## src/rtl/sigmoid_inverse_search.sv

```systemverilog
// Inverse of the 8-bit percent-scale sigmoid: returns the smallest signed x with s(x) >= p.
// The search runs over u = x + 128 in 0..255 with one bisection step per cycle for 8 cycles.
module sigmoid_inverse_search #(
    parameter int DW    = 8,
    parameter int P_MAX = 99
) (
    input  logic          clk,
    input  logic          rst_n,
    input  logic          in_valid,
    output logic          in_ready,
    input  logic [DW-1:0] p_in,
    output logic          out_valid,
    input  logic          out_ready,
    output logic [DW-1:0] x_out,
    output logic          err,
    output logic          busy
);

    typedef enum logic [1:0] {IDLE, SEARCH, DONE} state_t;

    localparam logic [DW-1:0] P_LIMIT = P_MAX[DW-1:0];

    state_t        state, state_next;
    logic [DW-1:0] p_q, p_next;
    logic [8:0]    lo, lo_next;
    logic [8:0]    hi, hi_next;
    logic [8:0]    mid;
    logic [2:0]    cnt, cnt_next;
    logic [DW-1:0] x_q, x_next;
    logic          err_q, err_next;
    logic          reached;

    // Right half of the curve, m = 0..128; everything from 46 upward saturates at 99.
    function automatic logic [6:0] pos_curve(input logic [7:0] m);
        logic [6:0] v;
        case (m) inside
            8'd0:          v = 7'd50;
            8'd1:          v = 7'd52;
            8'd2:          v = 7'd54;
            8'd3:          v = 7'd57;
            8'd4:          v = 7'd59;
            8'd5:          v = 7'd62;
            8'd6:          v = 7'd64;
            8'd7:          v = 7'd66;
            8'd8:          v = 7'd68;
            8'd9:          v = 7'd71;
            8'd10:         v = 7'd73;
            8'd11:         v = 7'd75;
            8'd12:         v = 7'd76;
            8'd13:         v = 7'd78;
            8'd14:         v = 7'd80;
            8'd15:         v = 7'd81;
            8'd16:         v = 7'd83;
            8'd17:         v = 7'd84;
            8'd18:         v = 7'd85;
            8'd19:         v = 7'd86;
            8'd20:         v = 7'd88;
            8'd21:         v = 7'd89;
            [8'd22:8'd23]: v = 7'd90;
            8'd24:         v = 7'd91;
            8'd25:         v = 7'd92;
            [8'd26:8'd27]: v = 7'd93;
            [8'd28:8'd29]: v = 7'd94;
            [8'd30:8'd31]: v = 7'd95;
            [8'd32:8'd34]: v = 7'd96;
            [8'd35:8'd38]: v = 7'd97;
            [8'd39:8'd45]: v = 7'd98;
            default:       v = 7'd99;
        endcase
        return v;
    endfunction

    // Left half uses s(-m) = 99 - s(m); the fractional parts never vanish except at m = 0.
    function automatic logic [6:0] curve(input logic [7:0] x);
        if (!x[7]) return pos_curve(x);
        return 7'd99 - pos_curve(8'd0 - x);
    endfunction

    always_comb begin
        // NOTE: every combinational output gets a default first so no path leaves a latch.
        state_next = state;
        p_next     = p_q;
        lo_next    = lo;
        hi_next    = hi;
        cnt_next   = cnt;
        x_next     = x_q;
        err_next   = err_q;
        mid        = (lo + hi) >> 1;
        reached    = ({1'b0, curve(mid[7:0] ^ 8'h80)} >= p_q);

        case (state)
            IDLE: begin
                if (in_valid) begin
                    p_next   = p_in;
                    lo_next  = 9'd0;
                    hi_next  = 9'd255;
                    cnt_next = 3'd0;
                    if (p_in > P_LIMIT) begin
                        x_next     = 8'd127;
                        err_next   = 1'b1;
                        state_next = DONE;
                    end else begin
                        state_next = SEARCH;
                    end
                end
            end
            SEARCH: begin
                if (reached) hi_next = mid;
                else         lo_next = mid + 9'd1;
                cnt_next = cnt + 3'd1;
                if (cnt == 3'd7) begin
                    x_next     = lo_next[7:0] ^ 8'h80;
                    err_next   = 1'b0;
                    state_next = DONE;
                end
            end
            DONE: begin
                if (out_ready) state_next = IDLE;
            end
            default: state_next = IDLE;
        endcase
    end

    // NOTE: state registers use non-blocking assignments so all of them update from pre-edge values.
    always_ff @(posedge clk or negedge rst_n) begin
        if (!rst_n) begin
            state <= IDLE;
            p_q   <= '0;
            lo    <= 9'd0;
            hi    <= 9'd255;
            cnt   <= 3'd0;
            x_q   <= '0;
            err_q <= 1'b0;
        end else begin
            state <= state_next;
            p_q   <= p_next;
            lo    <= lo_next;
            hi    <= hi_next;
            cnt   <= cnt_next;
            x_q   <= x_next;
            err_q <= err_next;
        end
    end

    assign in_ready  = (state == IDLE);
    assign out_valid = (state == DONE);
    assign busy      = (state != IDLE);
    assign x_out     = x_q;
    assign err       = err_q;

endmodule
```

## config.mk

```make
export PLATFORM = sky130hd
export DESIGN_NAME = sigmoid_inverse_search
export DESIGN_NICKNAME = d
export VERILOG_FILES = /design/src/rtl/sigmoid_inverse_search.sv
export SDC_FILE = /design/constraint.sdc
export NUM_CORES = 1
export LEC_CHECK = 0
export ABC_AREA = 1
export BUFFER_PORTS_ARGS = -buffer_cell sky130_fd_sc_hd__buf_2
export CAP_MARGIN = 30
export CORE_ASPECT_RATIO = 1.4
export CORE_MARGIN = 2
export CORE_UTILIZATION = 65
export DETAILED_ROUTE_END_ITERATION = 8
export PLACE_DENSITY = 0.84
export SLEW_MARGIN = 10
export SYNTH_ARGS = -nofsm -noshare
export SYNTH_HDL_FRONTEND = slang
export SYNTH_SLANG_ARGS = --single-unit
```

## constraint.sdc

```tcl
create_clock -name clk -period 7.6 [get_ports clk]
set_input_delay 1.14 -clock clk [delete_from_list [all_inputs] [get_ports clk]]
set_output_delay 1.14 -clock clk [all_outputs]
set_load 0.02 [all_outputs]
```

==> results of run 1 <==
==> metrics by stage <==
| step | util | hold WS, ns | area, um^2 |
|---|---|---|---|
| after CTS | 0.719 | 0.481 | 4500 |
| after detailed placement | 0.702 | 0.471 | 4390 |
| after floorplan | - | 0.450 | 4230 |
| after global routing | 0.719 | 0.516 | 4500 |
| after global placement | 0.702 | 0.468 | 4390 |
| final | 0.719 | 0.478 | 4500 |
==> registers in the layout, summed over array words and instances (netlist names) <==
signal / count
cnt: 3
err: 1
hi: 8
lo: 9
p_q: 8
state: 2
x_out: 8
==> cells by family after synthesis <==
family                     Yosys count  share of synthesized area
AOI/OAI and AO/OA                   95                      0.134
DFF                                 39                      0.233
buffers and inverters              120                      0.111
xor gates and xnor gates             7                     0.0163
and+or+nand+nor                    387                      0.434
adders and majority gates           23                     0.0698
muxes                                1                    0.00266
==> layer usage <==
layer,up-vias,part of all wire,GRT usage
li1,2213,-,-
met1,2048,0.36,0.366
met2,208,0.54,0.656
met3,62,0.052,0.0304
met4,0,0.047,0.181
met5,-,0,0
==> Yosys cell counts, types with 5 or more instances <==
| cell type | n |
|---|---|
| nand2_1 | 188 |
| nor2_1 | 86 |
| inv_1 | 85 |
| nand3_1 | 42 |
| dfrtp_1 | 31 |
| a21oi_1 | 24 |
| ha_1 | 22 |
| inv_2 | 22 |
| o21ai_0 | 22 |
| nor3_1 | 13 |
| nand2_2 | 11 |
| o21ai_1 | 11 |
| a31oi_1 | 10 |
| nor2_2 | 10 |
| o22ai_1 | 9 |
| clkbuf_1 | 8 |
| dfstp_2 | 8 |
| nand4_1 | 8 |
| xor2_1 | 6 |
| nand2_4 | 5 |
| o31ai_1 | 5 |
==> final timing paths <==
path	cells after the start	end	startpoint
min in group asynchronous	1	p_q[1]	rst_n
max in group asynchronous	1	lo[6]	rst_n
worst max-delay path	31	hi[5]	hi[1]
worst max register to register	31	hi[5]	hi[1]
worst min register to register	1	cnt[0]	cnt[0]
worst min-delay path	1	cnt[0]	cnt[0]
==> layout make-up <==
| type | count | area [um^2] | share of cell area |
|---|---|---|---|
| Clock buffer | 6 | 72.6 | 0.0161 |
| Clock inverter | 2 | 37.5 | 0.00834 |
| Inverter | 109 | 413 | 0.0918 |
| Multi-Input combinational cell | 513 | 2780 | 0.617 |
| Sequential cell | 39 | 986 | 0.219 |
| Tap cell | 72 | 90.1 | 0.0200 |
| Timing Repair Buffer | 24 | 123 | 0.0273 |
==> flow_metrics.py, run 1 <==
metrics = {
    "outcome": {
        "outcome": "finished clean",
    },
    "global_routing": {
        "grt_overflow_total": 0,
        "grt_max_degree": 40,
        "grt_pass1_wl_mm": 19.7,
        "grtUsageTotal": 0.346,
        "grt_pass1_vias": 4551,
        "antenna_found_initial": 0,
    },
    "place": {
        "dp_cells": 757,
        "detailed_place_hpwl_mm": 9.23,
        "port_buffers": 23,
        "place.gp.congestion": 0.976,
        "dpl_worst_slack_ns": 1.35,
    },
    "sta": {
        "setup_viol": 0,
        "min_period_over_period": 0.833,
        "setup_ws_ns": 1.27,
        "fin_worst_skew_ns": 0.0108,
        "fin_tns_setup_ns": 0,
        "rsz0062_at_grt": "false",
        "worstMarginPinSlew_ns": 0.832,
        "final_hold_viol_count": 0,
        "max_freq_mhz": 158,
        "maxSlewHeadroom": 0.446,
        "finalCriticalPeriod_ns": 6.33,
        "finalMaxSlewViolations": 0,
    },
    "detailed_routing": {
        "dr.first_iter.drc_count": 225,
        "drt-wirelength-per-cell_um": 15.3,
        "ant_nets": 0,
        "vias": 4531,
        "drt-total-wl_mm": 11.7,
        "drtPass1Iterations": 5,
        "drc": 0,
        "via_per_inst": 5.92,
    },
    "clocking": {
        "clock_latency_ns": 0.29,
        "cts_buffer_depth": 2,
        "clk_pin_slew_ns": 0.07,
        "numCtsBuffers": 5,
        "ctsHoldBuffers": 0,
        "cts_sinks": 39,
        "post_cts_resized": 0,
        "cts-root-buf": "clkbuf_8",
        "htree_levels": 2,
        "cts_tree": "yes",
        "postCtsSetupBuffers": 0,
    },
    "setup_path": {
        "arrival_ns": 6.54,
        "criticalPathCategory": "flip-flop to flip-flop",
        "cp_top_family": "simple AND/OR/NAND/NOR gates",
        "cp_max_fo": 16,
        "rrSetupSlack_ns": 1.27,
        "critPathSlowestCell": "dfstp_2",
        "cp-end-kind": "flip-flop",
        "cp_common_cell": "nand2_1",
        "worstPathRequired_ns": 7.81,
        "path_buf_inv": 4,
        "critical-path-max-stage-delay_ns": 0.54,
        "cp-start-kind": "flip-flop",
    },
    "final_layout": {
        "nNetsFinal": 727,
        "final_cell_mix": "nand2_1, nor2_1, inv_1",
        "fill_cells": 543,
        "final_common_cell": "nand2_1",
        "drive_gt1_frac": 0.160,
        "antenna_cells": 0,
        "syn2layout_area_growth_pct": 6.27,
        "fin_cells": 765,
    },
    "synth": {
        "synthDominantCellAreaShare": 0.183,
        "netlist_area_um2": 4230,
        "seq_area_frac_synth": 0.233,
        "synth_warnings": 0,
        "synth_top_area_cell": "dfrtp_1",
        "synthFlopType": "dfrtp_1",
        "ys_types": 49,
        "ys_ff_latch": 39,
        "synthTopCellsByArea": "dfrtp_1, nand2_1, nor2_1, inv_1, ha_1",
        "synthCells": 672,
        "synth.avg_cell_area_um2": 6.30,
        "synth_nets": 707,
        "async_flop_share": 1.00,
        "synth_edf_count": 0,
    },
    "floorplan": {
        "ioPinCount": 24,
        "std_cell_rows": 34,
        "die-area_um2": 7180,
        "initial_core_util": 0.677,
        "fp.dieW_um": 72.2,
        "die_h_um": 99.5,
        "core_area_um2": 6250,
    },
    "job": {
        "max-cap-violations": 0,
    },
    "worst_hold_path": {
        "min_path_type": "flip-flop to flip-flop",
    },
}
Power of run 1 is not shown: default switching activity piles up to over one toggle a cycle in this logic, so the estimate is an artifact.
==> run 2: changes to the inputs <==
--- a/config.mk
+++ b/config.mk
@@ -10,9 +10,9 @@
 export CAP_MARGIN = 30
 export CORE_ASPECT_RATIO = 1.4
 export CORE_MARGIN = 2
-export CORE_UTILIZATION = 65
+export CORE_UTILIZATION = 63
 export DETAILED_ROUTE_END_ITERATION = 8
-export PLACE_DENSITY = 0.84
+export PLACE_DENSITY = 0.82
 export SLEW_MARGIN = 10
 export SYNTH_ARGS = -nofsm -noshare
 export SYNTH_HDL_FRONTEND = slang
==> constraint.sdc (replaced) <==
create_clock -name clk -period 6.2 [get_ports clk]
set_input_delay 0.93 -clock clk [delete_from_list [all_inputs] [get_ports clk]]
set_output_delay 0.93 -clock clk [all_outputs]
set_load 0.02 [all_outputs]
==> run 2 against run 1 <==
  * Flip-flop and latch count unchanged
  * Non-clock buffer count up 5
  * Global-route usage down 1.8 points
  * Cell count up 0.92%
  * Critical endpoint is now hi[2]
  * Largest cell class unchanged
  * Highest routed layer unchanged
==> flow_metrics.py, run 2 (synthesis gave the netlist of run 1 again) <==
metrics = {
    "outcome": {
        "outcome": "finished clean",
    },
    "sta": {
        "fin_tns_setup_ns": 0,
        "min_period_over_period": 0.929,
        "worstMarginPinSlew_ns": 0.828,
        "final_hold_viol_count": 0,
        "fin_worst_skew_ns": 0.0122,
        "finalMaxSlewViolations": 0,
        "setup_viol": 0,
        "setup_ws_ns": 0.440,
        "maxSlewHeadroom": 0.448,
        "rsz0062_at_grt": "false",
        "finalCriticalPeriod_ns": 5.76,
        "max_freq_mhz": 174,
    },
    "final_layout": {
        "drive_gt1_frac": 0.169,
        "antenna_cells": 0,
        "syn2layout_area_growth_pct": 7.89,
        "fin_cells": 772,
        "fin_util": 0.700,
        "largest_reg_flops": 9,
        "nNetsFinal": 732,
        "final_cell_mix": "nand2_1, nor2_1, inv_1",
        "regMostFlops": "lo",
        "final_common_cell": "nand2_1",
    },
    "setup_path": {
        "r2r-end": "hi[2]",
        "rr_worst_depth": 34,
        "worstPathRequired_ns": 6.41,
        "cp_common_cell": "nand2_1",
        "critPathSlowestCell": "dfstp_2",
        "criticalPathCategory": "flip-flop to flip-flop",
        "cp-start-kind": "flip-flop",
        "arrival_ns": 5.96,
        "cp_max_fo": 16,
        "worstReg2RegStart": "hi[0]",
        "cp-end-kind": "flip-flop",
        "critical-path-max-stage-delay_ns": 0.54,
        "rrSetupSlack_ns": 0.44,
    },
    "detailed_routing": {
        "via_per_inst": 5.75,
        "drt-wirelength-per-cell_um": 15.0,
        "vias": 4438,
        "drc": 0,
        "drtPass1Iterations": 5,
        "drt-total-wl_mm": 11.6,
        "ant_nets": 0,
        "dr.first_iter.drc_count": 274,
    },
    "global_routing": {
        "grt_max_degree": 40,
        "grt_pass1_vias": 4314,
        "grtUsageTotal": 0.327,
        "grtUsageMet1": 0.351,
        "grt_busiest_layer": "met2",
        "grt_overflow_total": 0,
        "antenna_found_initial": 0,
        "met3_usage": 0.0170,
        "gr-usage-met2": 0.624,
        "grt_pass1_wl_mm": 19.0,
    },
    "clocking": {
        "ctsHoldBuffers": 0,
        "numCtsBuffers": 5,
        "cts_tree": "yes",
        "cts_buffer_depth": 2,
        "htree_levels": 2,
        "cts-root-buf": "clkbuf_8",
        "postCtsSetupBuffers": 0,
        "clk_pin_slew_ns": 0.08,
        "cts_sinks": 39,
        "clock_latency_ns": 0.29,
    },
    "worst_hold_path": {
        "hold_depth": 1,
        "min_path_type": "flip-flop to flip-flop",
        "min_to": "cnt[0]",
        "hp-start": "cnt[0]",
    },
    "place": {
        "dpl_worst_slack_ns": 0.581,
        "port_buffers": 23,
        "dp_cells": 764,
        "place.gp.congestion": 0.953,
        "detailed_place_hpwl_mm": 9.34,
    },
    "floorplan": {
        "die_h_um": 101,
        "initial_core_util": 0.649,
        "core_area_um2": 6530,
        "std_cell_rows": 35,
        "ioPinCount": 24,
        "fp.dieW_um": 73.3,
        "die-area_um2": 7400,
    },
    "job": {
        "max-cap-violations": 0,
    },
}
==> run 2: cell types whose count changed in the layout (fill, tap and decap cells not counted) <==
cell / previous run / this run
buf_4: 1 / 6
bufinv_16: 1 / 2
ha_1: 22 / 21
inv_1: 85 / 84
ha_2: 0 / 1
==> run 2: how the worst max path moves through the flow <==
stage | startpoint | end | cells after the start
2_1_floorplan | hi[1] | hi[1] | 34
5_1_grt | hi[1] | hi[2] | 34
6_report | hi[0] | hi[2] | 34
4_1_cts | hi[1] | hi[2] | 33
3_5_place_dp | hi[1] | hi[3] | 33
3_3_place_gp | hi[1] | hi[1] | 34
==> run 2: metrics by stage <==
stage               instance area (um^2)  hold WS (ns)
CTS                                 4560         0.485
floorplan                           4230         0.450
global route                        4570         0.511
detailed placement                  4430         0.475
global placement                    4430         0.468
finish                              4570         0.482
==> run 2: layout make-up <==
class                      count  area [um^2]
sequential                    39          986
clock inverter                 2         60.1
inverter                     109          417
timing repair buffer          29          160
clock buffer                   6         72.6
multi-input combinational    513         2780
tap                           74         92.6
fill                         589         1960
==> run 2: timing repair <==
item,in CTS,in global routing
endpoints found under the hold margin,0,0
gates resized for setup,0,2
setup endpoints to repair,0,1
==> run 2: critical path, delay by kind of cell (launching register included) <==
family,cells,cell delay (ns)
buffers and inverters,5,0.70
adders and majority gates,3,0.98
and+or+nand+nor,22,2.50
DFF,1,0.54
AOI/OAI and AO/OA,4,0.94
==> run 2: per-layer routing <==
metal,wire (um),vias up
met5,0,-
met4,479,0
met3,448,34
li1,-,2221
met1,4360,2051
met2,6300,132
Power of run 2 is left out for the same reason.
==> run 3: changes to the inputs <==
--- a/config.mk
+++ b/config.mk
@@ -8,12 +8,15 @@
 export ABC_AREA = 1
 export BUFFER_PORTS_ARGS = -buffer_cell sky130_fd_sc_hd__buf_2
 export CAP_MARGIN = 30
+export CELL_PAD_IN_SITES_DETAIL_PLACEMENT = 1
+export CELL_PAD_IN_SITES_GLOBAL_PLACEMENT = 2
 export CORE_ASPECT_RATIO = 1.4
 export CORE_MARGIN = 2
-export CORE_UTILIZATION = 63
+export CORE_UTILIZATION = 34
 export DETAILED_ROUTE_END_ITERATION = 8
-export PLACE_DENSITY = 0.82
+export PLACE_DENSITY_LB_ADDON = 0.1
 export SLEW_MARGIN = 10
 export SYNTH_ARGS = -nofsm -noshare
 export SYNTH_HDL_FRONTEND = slang
 export SYNTH_SLANG_ARGS = --single-unit
+export TNS_END_PERCENT = 30
==> run 3 against run 2 <==
  * Final area up 4.2%
  * Utilization decreased by 31 points
  * Critical path depth is 1 lower
  * Via count fell by 0.41%
  * First-iteration DRC count down 57%
==> flow_metrics.py, run 3 (synthesis gave the netlist of run 1 again) <==
metrics = {
    "outcome": {
        "outcome": "finished clean",
    },
    "floorplan": {
        "die_h_um": 136,
        "fp.dieW_um": 98.3,
        "ioPinCount": 24,
        "core_area_um2": 12300,
        "die-area_um2": 13400,
        "std_cell_rows": 48,
        "initial_core_util": 0.345,
    },
    "clocking": {
        "postCtsSetupBuffers": 0,
        "clock_latency_ns": 0.29,
        "post_cts_resized": 0,
        "cts_tree": "yes",
        "clk_pin_slew_ns": 0.06,
        "htree_levels": 2,
        "numCtsBuffers": 5,
        "cts-root-buf": "clkbuf_16",
        "ctsHoldBuffers": 0,
        "cts_sinks": 39,
        "cts_buffer_depth": 2,
    },
    "setup_path": {
        "cp-end-kind": "flip-flop",
        "cp_common_cell": "nand2_1",
        "critical-path-max-stage-delay_ns": 0.53,
        "cp-start-kind": "flip-flop",
        "criticalPathCategory": "flip-flop to flip-flop",
        "worstPathRequired_ns": 6.41,
        "arrival_ns": 5.80,
        "path_buf_inv": 4,
        "critPathSlowestCell": "dfstp_2",
        "cp_top_family": "simple AND/OR/NAND/NOR gates",
        "cp_max_fo": 8,
    },
    "final_layout": {
        "syn2layout_area_growth_pct": 12.4,
        "antenna_cells": 0,
        "largest_reg_flops": 9,
        "nNetsFinal": 735,
        "final_common_cell": "nand2_1",
        "regMostFlops": "lo",
        "fin_cells": 851,
        "drive_gt1_frac": 0.181,
        "final_cell_mix": "nand2_1, nor2_1, inv_1",
    },
    "sta": {
        "min_period_over_period": 0.901,
        "finalMaxSlewViolations": 0,
        "fin_worst_skew_ns": 0.0111,
        "fin_tns_setup_ns": 0,
        "final_hold_viol_count": 0,
        "maxSlewHeadroom": 0.573,
        "max_freq_mhz": 179,
        "finalCriticalPeriod_ns": 5.59,
        "hold_slack_ns": 0.477,
        "setup_viol": 0,
        "rsz0062_at_grt": "false",
        "worstMarginPinSlew_ns": 0.638,
    },
    "place": {
        "port_buffers": 23,
        "dp_cells": 841,
        "detailed_place_hpwl_mm": 11.5,
        "place.gp.congestion": 0.856,
    },
    "detailed_routing": {
        "drt-total-wl_mm": 13.9,
        "drc": 0,
        "vias": 4420,
        "dr.first_iter.drc_count": 118,
        "drt-wirelength-per-cell_um": 16.3,
        "drtPass1Iterations": 4,
        "via_per_inst": 5.19,
        "ant_nets": 0,
    },
    "global_routing": {
        "antenna_found_initial": 0,
        "grt_pass1_wl_mm": 22.6,
        "grt_pass1_vias": 4650,
        "grt_overflow_total": 0,
        "grtUsageTotal": 0.209,
        "grt_max_degree": 40,
    },
    "job": {
        "max-cap-violations": 0,
    },
    "worst_hold_path": {
        "min_path_type": "input pin to async pin",
    },
}
-- run 3: cell types whose count changed in the layout (fill, tap and decap cells not counted), sizes merged --
| cell | change |
|---|---|
| clkinv | +1 |
| bufinv | -1 |
| clkinvlp | +1 |
| buf | +2 |
-- run 3: worst register-to-register path, delay by kind of cell, from the launching register on --
kind                     cells  cell delay, ns
flip-flops                   1            0.53
AO/OA/AOI/OAI                8            1.55
buffers and inverters        4            0.52
AND/OR/NAND/NOR             18            1.93
adder cells (fa/ha/maj)      3            0.98
-- run 3: area by class of cell --
type	instances	area, um^2
repair inverters	1	7.51
clock inverters	2	35.0
inverters	109	417
flip-flops and latches	39	986
well taps	150	188
fillers	1634	7490
repair buffers	31	188
clock buffers	6	139
multi-input cells	513	2800
-- run 3: path summary, 6_finish.rpt --
| path | startpoint | end | slack, ns | cells after the start |
|---|---|---|---|---|
| hold / removal | rst_n | state[0] | 0.48 | 1 |
| max in group asynchronous | rst_n | hi[6] | 5.22 | 2 |
| setup reg to reg | hi[1] | hi[3] | 0.61 | 33 |
| hold reg to reg | cnt[0] | cnt[0] | 0.49 | 1 |
| min in group clk | cnt[0] | cnt[0] | 0.49 | 1 |
| setup / recovery | hi[1] | hi[3] | 0.61 | 33 |
-- run 3: metrics by stage --
step	worst slack, ns	instance area [um^2]	utilization
finish	0.612	4760	0.388
global route	0.0299	4760	0.388
CTS	0.406	4700	0.384
detailed placement	0.438	4530	0.370
global placement	0.572	4530	0.370
floorplan	0.982	4230	-
-- run 3: metal layers --
layer / GRT usage / share of wire / routed length (um) / vias to the layer above
li1: - / - / - / 2224
met1: 0.228 / 0.40 / 5630 / 2097
met2: 0.399 / 0.53 / 7400 / 64
met3: 0.0175 / 0.019 / 258 / 35
met4: 0.103 / 0.045 / 626 / 0
met5: 0 / 0 / 0 / -
Power of run 3 is left out for the same reason.
